==> src/rtl/dpram_param.sv <==
// dpram_param: simple dual-port RAM with one write port, one read port and one clock.
// A small two-state controller sweeps CLEAR_VAL into every word after reset or
// on a clear request. User traffic is accepted only once the sweep has finished.
// The read path has a valid strobe, an optional output register and a selectable
// same-address read-during-write policy.
module dpram_param #(
  parameter int                DATA_W    = 8,
  parameter int                ADDR_W    = 8,
  parameter int                OUT_REG   = 1,
  parameter int                RDW_MODE  = 0,
  parameter logic [DATA_W-1:0] CLEAR_VAL = '0
) (
  input  logic              clock,
  input  logic              reset,
  input  logic              clear,
  input  logic [DATA_W-1:0] data,
  input  logic [ADDR_W-1:0] wraddress,
  input  logic              wren,
  input  logic [ADDR_W-1:0] rdaddress,
  input  logic              rden,
  output logic [DATA_W-1:0] q,
  output logic              q_valid,
  output logic              busy
);

  localparam int DEPTH = 1 << ADDR_W;

  typedef enum logic {
    ST_CLEAR,
    ST_READY
  } state_t;

  state_t            state_q;
  state_t            state_d;
  logic [ADDR_W-1:0] clr_addr;
  logic [DATA_W-1:0] mem [DEPTH];
  logic              wr_accept;
  logic              rd_accept;
  logic              rdw_hit;
  logic [DATA_W-1:0] rd_word;

  // User traffic is only honoured once the sweep has finished.
  assign busy      = (state_q == ST_CLEAR);
  assign wr_accept = (state_q == ST_READY) && wren;
  assign rd_accept = (state_q == ST_READY) && rden;

  // A same-address collision forwards the incoming write data only in new-data
  // mode. In old-data mode the array read already sees the pre-write contents.
  assign rdw_hit = (RDW_MODE != 0) && wr_accept && (wraddress == rdaddress);
  assign rd_word = rdw_hit ? data : mem[rdaddress];

  // The state register and the sweep pointer. Reset, including a reset during a
  // sweep, restarts the sweep at word 0.
  always_ff @(posedge clock) begin
    if (reset) begin
      state_q  <= ST_CLEAR;
      clr_addr <= '0;
    end else begin
      state_q  <= state_d;
      clr_addr <= (state_q == ST_CLEAR) ? clr_addr + 1'b1 : '0;
    end
  end

  // Next-state logic. The sweep leaves after the last word. A clear request is
  // only seen while ready.
  always_comb begin
    state_d = state_q;
    case (state_q)
      ST_CLEAR: if (&clr_addr) state_d = ST_READY;
      ST_READY: if (clear)     state_d = ST_CLEAR;
    endcase
  end

  // Single write port, shared between the sweep and user writes. The sweep
  // owns the port while it runs.
  always_ff @(posedge clock) begin
    if (!reset) begin
      if (state_q == ST_CLEAR) begin
        mem[clr_addr] <= CLEAR_VAL;
      end else if (wr_accept) begin
        mem[wraddress] <= data;
      end
    end
  end

  generate
    if (OUT_REG != 0) begin : g_outreg
      logic [DATA_W-1:0] stage_data;
      logic              stage_valid;

      // First read stage: capture the addressed word for an accepted read.
      always_ff @(posedge clock) begin
        if (reset) begin
          stage_valid <= 1'b0;
          stage_data  <= '0;
        end else begin
          stage_valid <= rd_accept;
          if (rd_accept) stage_data <= rd_word;
        end
      end

      // Output register: q changes only when a valid word arrives, so it holds between reads.
      always_ff @(posedge clock) begin
        if (reset) begin
          q_valid <= 1'b0;
          q       <= '0;
        end else begin
          q_valid <= stage_valid;
          if (stage_valid) q <= stage_data;
        end
      end
    end else begin : g_direct
      // Single-stage read: q changes only for an accepted read, so it holds between reads.
      always_ff @(posedge clock) begin
        if (reset) begin
          q_valid <= 1'b0;
          q       <= '0;
        end else begin
          q_valid <= rd_accept;
          if (rd_accept) q <= rd_word;
        end
      end
    end
  endgenerate

endmodule
==> config.mk <==
export PLATFORM = sky130hd
export DESIGN_NAME = dpram_param
export DESIGN_NICKNAME = d
export VERILOG_FILES = /design/src/rtl/dpram_param.sv
export SDC_FILE = /design/constraint.sdc
export NUM_CORES = 2
export LEC_CHECK = 0
export ABC_AREA = 0
export CORE_MARGIN = 5
export CORE_UTILIZATION = 49
export CTS_BUF_LIST = sky130_fd_sc_hd__clkbuf_2
export DETAILED_ROUTE_END_ITERATION = 16
export MAX_ROUTING_LAYER = met4
export PLACE_DENSITY_LB_ADDON = 0.08
export SKIP_CTS_REPAIR_TIMING = 1
export SYNTH_ARGS = -nofsm -noshare
export SYNTH_HDL_FRONTEND = slang
export SYNTH_SLANG_ARGS = --single-unit
==> constraint.sdc <==
create_clock -name clock -period 15.9 [get_ports clock]
set_input_delay 3.18 -clock clock [delete_from_list [all_inputs] [get_ports clock]]
set_output_delay 3.18 -clock clock [all_outputs]
set_load 0.01 [all_outputs]
Yosys cells after proc, flatten, opt, wreduce, memory -nomap -nowiden
Memories as Yosys holds them, arrays and structs flattened. A register that Yosys moved wholly into a read port is not among the register bits.
Index checks and enable logic that the tools add are counted.
Widths: inputs -> output; s select.
{"block": "totals", "elab_cells": 26, "mem_count": 1, "register_bits": 19, "ram_bits": 2048}
{"name": "mem", "words": 256, "word_bits": 8, "rd": 1, "rd_clocked_by_memory_dff": 1, "wr": 1, "line": "36", "rtl": "logic [DATA_W-1:0] mem [DEPTH];"}
{"block": "classes", "reduce_logical": 5, "n_bitwise": 1, "muxes": 13, "addsub": 1}
{"cell": "$mux 8", "count": 2}
{"cell": "$mux 1", "count": 10}
{"cell": "$add 8x1->8 const B", "count": 1}
{"cell": "$reduce_and 8->1", "count": 1}
{"cell": "$reduce_or 8->1", "count": 1}
{"cell": "$logic_and 1x1->1", "count": 2}
{"cell": "$pmux 1 s2", "count": 1}
{"cell": "$reduce_or 2->1", "count": 1}
{"cell": "$not 1->1", "count": 1}

Depth between registers and ports, before layout
{"block": "logic_depth", "word_depth": 7, "mapped_depth": 13, "ltp_nobuf": 7}

Worst setup path after synthesis
No wires, ideal clock.
{"block": "synth_path", "path_kind": "input -> register", "start": "in reset", "end": "mem mem[0][0], data pin", "arrival_ps": 7221, "stages": 4, "slack_ps": 7810, "path_cell_list": "clkbuf_1 -> nor3_2 -> clkbuf_1 -> and2_1"}
{"block": "synth_between", "elab_chain_len": 4}
{"item": "start, declared", "line": "14", "rtl": "input logic reset,"}
{"item": "$mux 1", "line": "77", "rtl": "if (!reset) begin"}
{"item": "$mux 1 (implied by the code)", "line": "81", "rtl": "mem[wraddress] <= data;"}
{"item": "$reduce_or 8->1 (no line)"}
{"item": "$mux 8 (no line)"}
{"item": "end, declared", "line": "36"}
Every way passes these cells.

==> qor.txt <==
ROUTE
----------------------------------------------------------------------------------------------------
Remaining DRCs                                                                                     0
Post-DR vias/cell                                                                               6.10
Aggregate routed wire length                                                                  233 mm
Number of design-rule violations left by the first detailed-router iteration                    4694
Vias after detailed routing                                                                    43460
DR WL/cell                                                                              32.7 microns
DRT antenna net count                                                                              0
Number of detailed-routing iterations run before antenna repair                                    5

GLOBAL ROUTING
----------------------------------------------------------------------------------------------------
All-layer global routing usage                                                                 27.5%
GRT overflow                                                                                       0
Largest net degree at the start of global routing                                                193
Wire length of the first global-routing pass                                                  328 mm
Number of global-route vias before repair                                                      44025
Antenna violations before repair                                                                   8

SETUP PATH
----------------------------------------------------------------------------------------------------
Required @ worst endpoint                                                                   17.57 ns
Type of the worst setup path                                                                  in2reg
Cell with the biggest individual delay on the critical path                             sky130_fd_sc_hd__a211oi_1
Worst endpoint data arrival time                                                             8.48 ns
Endpoint class of the critical path                                                         register
Max stage delay on crit path                                                                 1.04 ns
Register-to-register path setup slack                                                       11.47 ns
Most common cell on crit path                                                           sky130_fd_sc_hd__buf_4
CP Max Fanout                                                                                     27
Largest delay share family, worst path                                                  buffers and inverters
CP cell instances                                                                       buf_6, buf_4, buf_4, nor2b_4, buf_4, buf_4, a22o_1, a2111oi_0, buf_4, a211oi_1, nand3_1, a21oi_1, a221o_1
Worst path bufs/invs                                                                               6
Crit path launch type                                                                     input port

FLOORPLAN
----------------------------------------------------------------------------------------------------
Die boundary width                                                                       417 microns
Die Ht                                                                                   417 microns
Site row count                                                                                   149
Initial core utilization                                                                       49.2%
Core region area                                                                         0.165 sq mm
Area of the die                                                                          0.174 sq mm
Count of pins on the block boundary                                                               39

LOGIC SYNTHESIS
----------------------------------------------------------------------------------------------------
Per-instance average area after synthesis                                                 19.8 sq um
Sequential area share after synthesis                                                          76.5%
Share of synthesized area spent on multiplexers                                                14.1%
Fraction of the mapped netlist area in adder cells                                           0.0154%
Yosys reg bits                                                                                  2075
Synthesized-area fraction occupied by ao, oa, aoi and oai cells                                4.01%
Largest family of logic cells by synthesized area                                       multiplexers
Post-synthesis share of cell area spent on xor and xnor gates                                0.0648%
Yosys synthesis warning count                                                                      0
Number of library cell types mapped by synthesis                                                  67
Mapped Cells                                                                                    4088
Syn Nets                                                                                        4118
Post-synth EDFFs                                                                                2048
Most instantiated flip-flop cell in the synthesis netlist                               sky130_fd_sc_hd__edfxtp_1
Synth Area in Simple Gates                                                                     3.26%
Ys async rst share                                                                                0%
Cell area after synthesis                                                               0.0811 sq mm

PLACE
----------------------------------------------------------------------------------------------------
Weighted congestion at the end of routability-driven global placement                          0.891
HPWL after DPL                                                                                141 mm
Number of I/O port buffers                                                                        38

POWER AND IR DROP
----------------------------------------------------------------------------------------------------
Clock group share of total power                                                               36.7%
Power density over the cells                                                             113 mW/mm^2
Switching power                                                                              2440 uW
Net Sw Frac                                                                                    24.5%
Portion of total power attributed to sequential cells                                          59.3%
Worst VDD drop                                                                             0.0753 mV
Lkg Pwr                                                                                    0.0313 uW
Logic pwr share                                                                                 4.0%
P_int                                                                                        7530 uW

STA
----------------------------------------------------------------------------------------------------
Period Utilization, post-route                                                                 42.8%
Worst Tran Pin Value                                                                         1.36 ns
RSZ-0062 raised after global routing                                                              no
Number of hold violations in the final report                                                      0
Clk_skew                                                                                    0.158 ns
Minimum clock period                                                                         6.80 ns
Final setup violating endpoints                                                                    0
Total count of max-transition violations in the final report                                       0
Setup TNS                                                                                       0 ns
Worst-case hold slack                                                                       0.508 ns
Remaining max-slew budget at the tightest pin                                                  9.58%
Fmax achieved                                                                                147 MHz

WORST HOLD PATH
----------------------------------------------------------------------------------------------------
Worst Hold Class                                                                             reg2reg

CLOCKING
----------------------------------------------------------------------------------------------------
Clock-pin slew reported for the worst setup and hold paths after clock tree synthesis        0.10 ns
H-Tree Level Count                                                                                 6
Total clock buffers created by CTS                                                               555
TritonCTS clock tree                                                                           built
CTS Root Cell                                                                           sky130_fd_sc_hd__clkbuf_2
Clock net sink count                                                                            2075
Clock insertion delay at the later pin of the skew report                                    1.88 ns
Maximum count of clock buffers along a single path                                                 4

LAYOUT
----------------------------------------------------------------------------------------------------
Most common cell after layout, fill and taps aside                                      sky130_fd_sc_hd__edfxtp_1
Final #Nets                                                                                     4568
FILL cells                                                                                     13291
Share of post-route cells with drive strength above 1                                          27.2%
Commonest non-fill, non-tap cells in the layout                                         sky130_fd_sc_hd__edfxtp_1 (2048), sky130_fd_sc_hd__clkbuf_2 (806), sky130_fd_sc_hd__mux4_2 (355)
Signed area change from the synthesized netlist to the final layout                            8.86%

RUN STATUS
----------------------------------------------------------------------------------------------------
Run status                                                                              complete, no violations

RUN
----------------------------------------------------------------------------------------------------
Max-cap viol count                                                                                 0

==> Yosys cell counts, types with 15 or more instances <==
library cell	number	area share [%]
sky130_fd_sc_hd__nand3b_1	22	0.20
sky130_fd_sc_hd__a22oi_1	84	0.78
sky130_fd_sc_hd__buf_1	15	0.069
sky130_fd_sc_hd__nand2_1	123	0.57
sky130_fd_sc_hd__o22ai_1	102	0.79
sky130_fd_sc_hd__edfxtp_1	2048	76
sky130_fd_sc_hd__dfxtp_1	27	0.67
sky130_fd_sc_hd__mux2i_1	327	4.0
sky130_fd_sc_hd__a21oi_1	57	0.35
sky130_fd_sc_hd__buf_2	61	0.38
sky130_fd_sc_hd__nor3_1	35	0.22
sky130_fd_sc_hd__o21ai_0	37	0.23
sky130_fd_sc_hd__buf_6	32	0.44
sky130_fd_sc_hd__mux4_2	355	9.9
sky130_fd_sc_hd__nand3_1	52	0.32
sky130_fd_sc_hd__nor2_1	301	1.4
sky130_fd_sc_hd__a211oi_1	33	0.31
sky130_fd_sc_hd__buf_4	42	0.39
sky130_fd_sc_hd__clkbuf_1	77	0.36
sky130_fd_sc_hd__a31oi_1	15	0.12
sky130_fd_sc_hd__o221ai_1	53	0.57
==> cells by family after synthesis <==
kind of cell,after synthesis
muxes,691
DFF,2075
AOI/OAI and AO/OA,462
buffers and inverters,252
adders and majority gates,1
and+or+nand+nor,601
xor gates and xnor gates,6
==> layer usage <==
metal / global-route usage, % / vias to the layer above / wire, microns
met5: - / - / 0
met4: 11.7 / 0 / 10000
met3: 6.41 / 485 / 19600
met2: 42.1 / 2171 / 111000
met1: 35.7 / 22697 / 91700
li1: - / 18107 / -
==> power by group through the flow <==
stage	clock network [uW]	registers, uW	logic, uW
floorplan	0	6040	247
global placement	0	6040	398
detailed placement	0	6040	397
CTS	3740	5910	398
global route	4050	5910	410
finish	3660	5910	399
==> worst reg2reg max path: cells and delay by family, from the launching register on <==
family	cells	cell delay, ns
buffers and inverters	4	2.26
flip-flops	1	0.46
AND/OR/NAND/NOR	2	1.18
==> per-stage QoR <==
step	power (uW)	area [sq um]	instances	setup WS, ns	utilization [%]
global placement	6430	83500	6168	7.47	50.6
global route	10400	88300	7115	9.33	53.6
CTS	10000	88300	7107	9.43	53.6
finish	9970	88300	7119	9.10	53.6
floorplan	6280	81100	4088	7.81	-
detailed placement	6430	83500	6170	7.53	50.7
==> state kept, by name, indices dropped and copies added (netlist names) <==
signal,cells
g_outreg.stage_valid,1
state_q,1
q_valid,1
clr_addr,8
mem,2048
q,8
g_outreg.stage_data,8
==> worst paths after layout <==
kind | startpoint | endpoint | depth (start not counted)
max | rdaddress[4] | g_outreg.stage_data[0] | 13
min | q[5] | q[5] | 2
max reg2reg | state_q | mem[44][5] | 6
min reg2reg | q[5] | q[5] | 2
==> cell type report <==
class                           instances  area (sq um)  share of cell area [%]
Sequential cell                      2075         62000                    70.3
Multi-Input combinational cell       1761         17500                    19.8
Clock buffer                          806          4030                    4.57
Tap cell                             2189          2740                    3.10
Timing Repair Buffer                  138          1190                    1.35
Clock inverter                        131           747                   0.846
Antenna cell                           12          30.0                  0.0340
Inverter                                7          27.5                  0.0312
(Power assumes the default switching activity.)
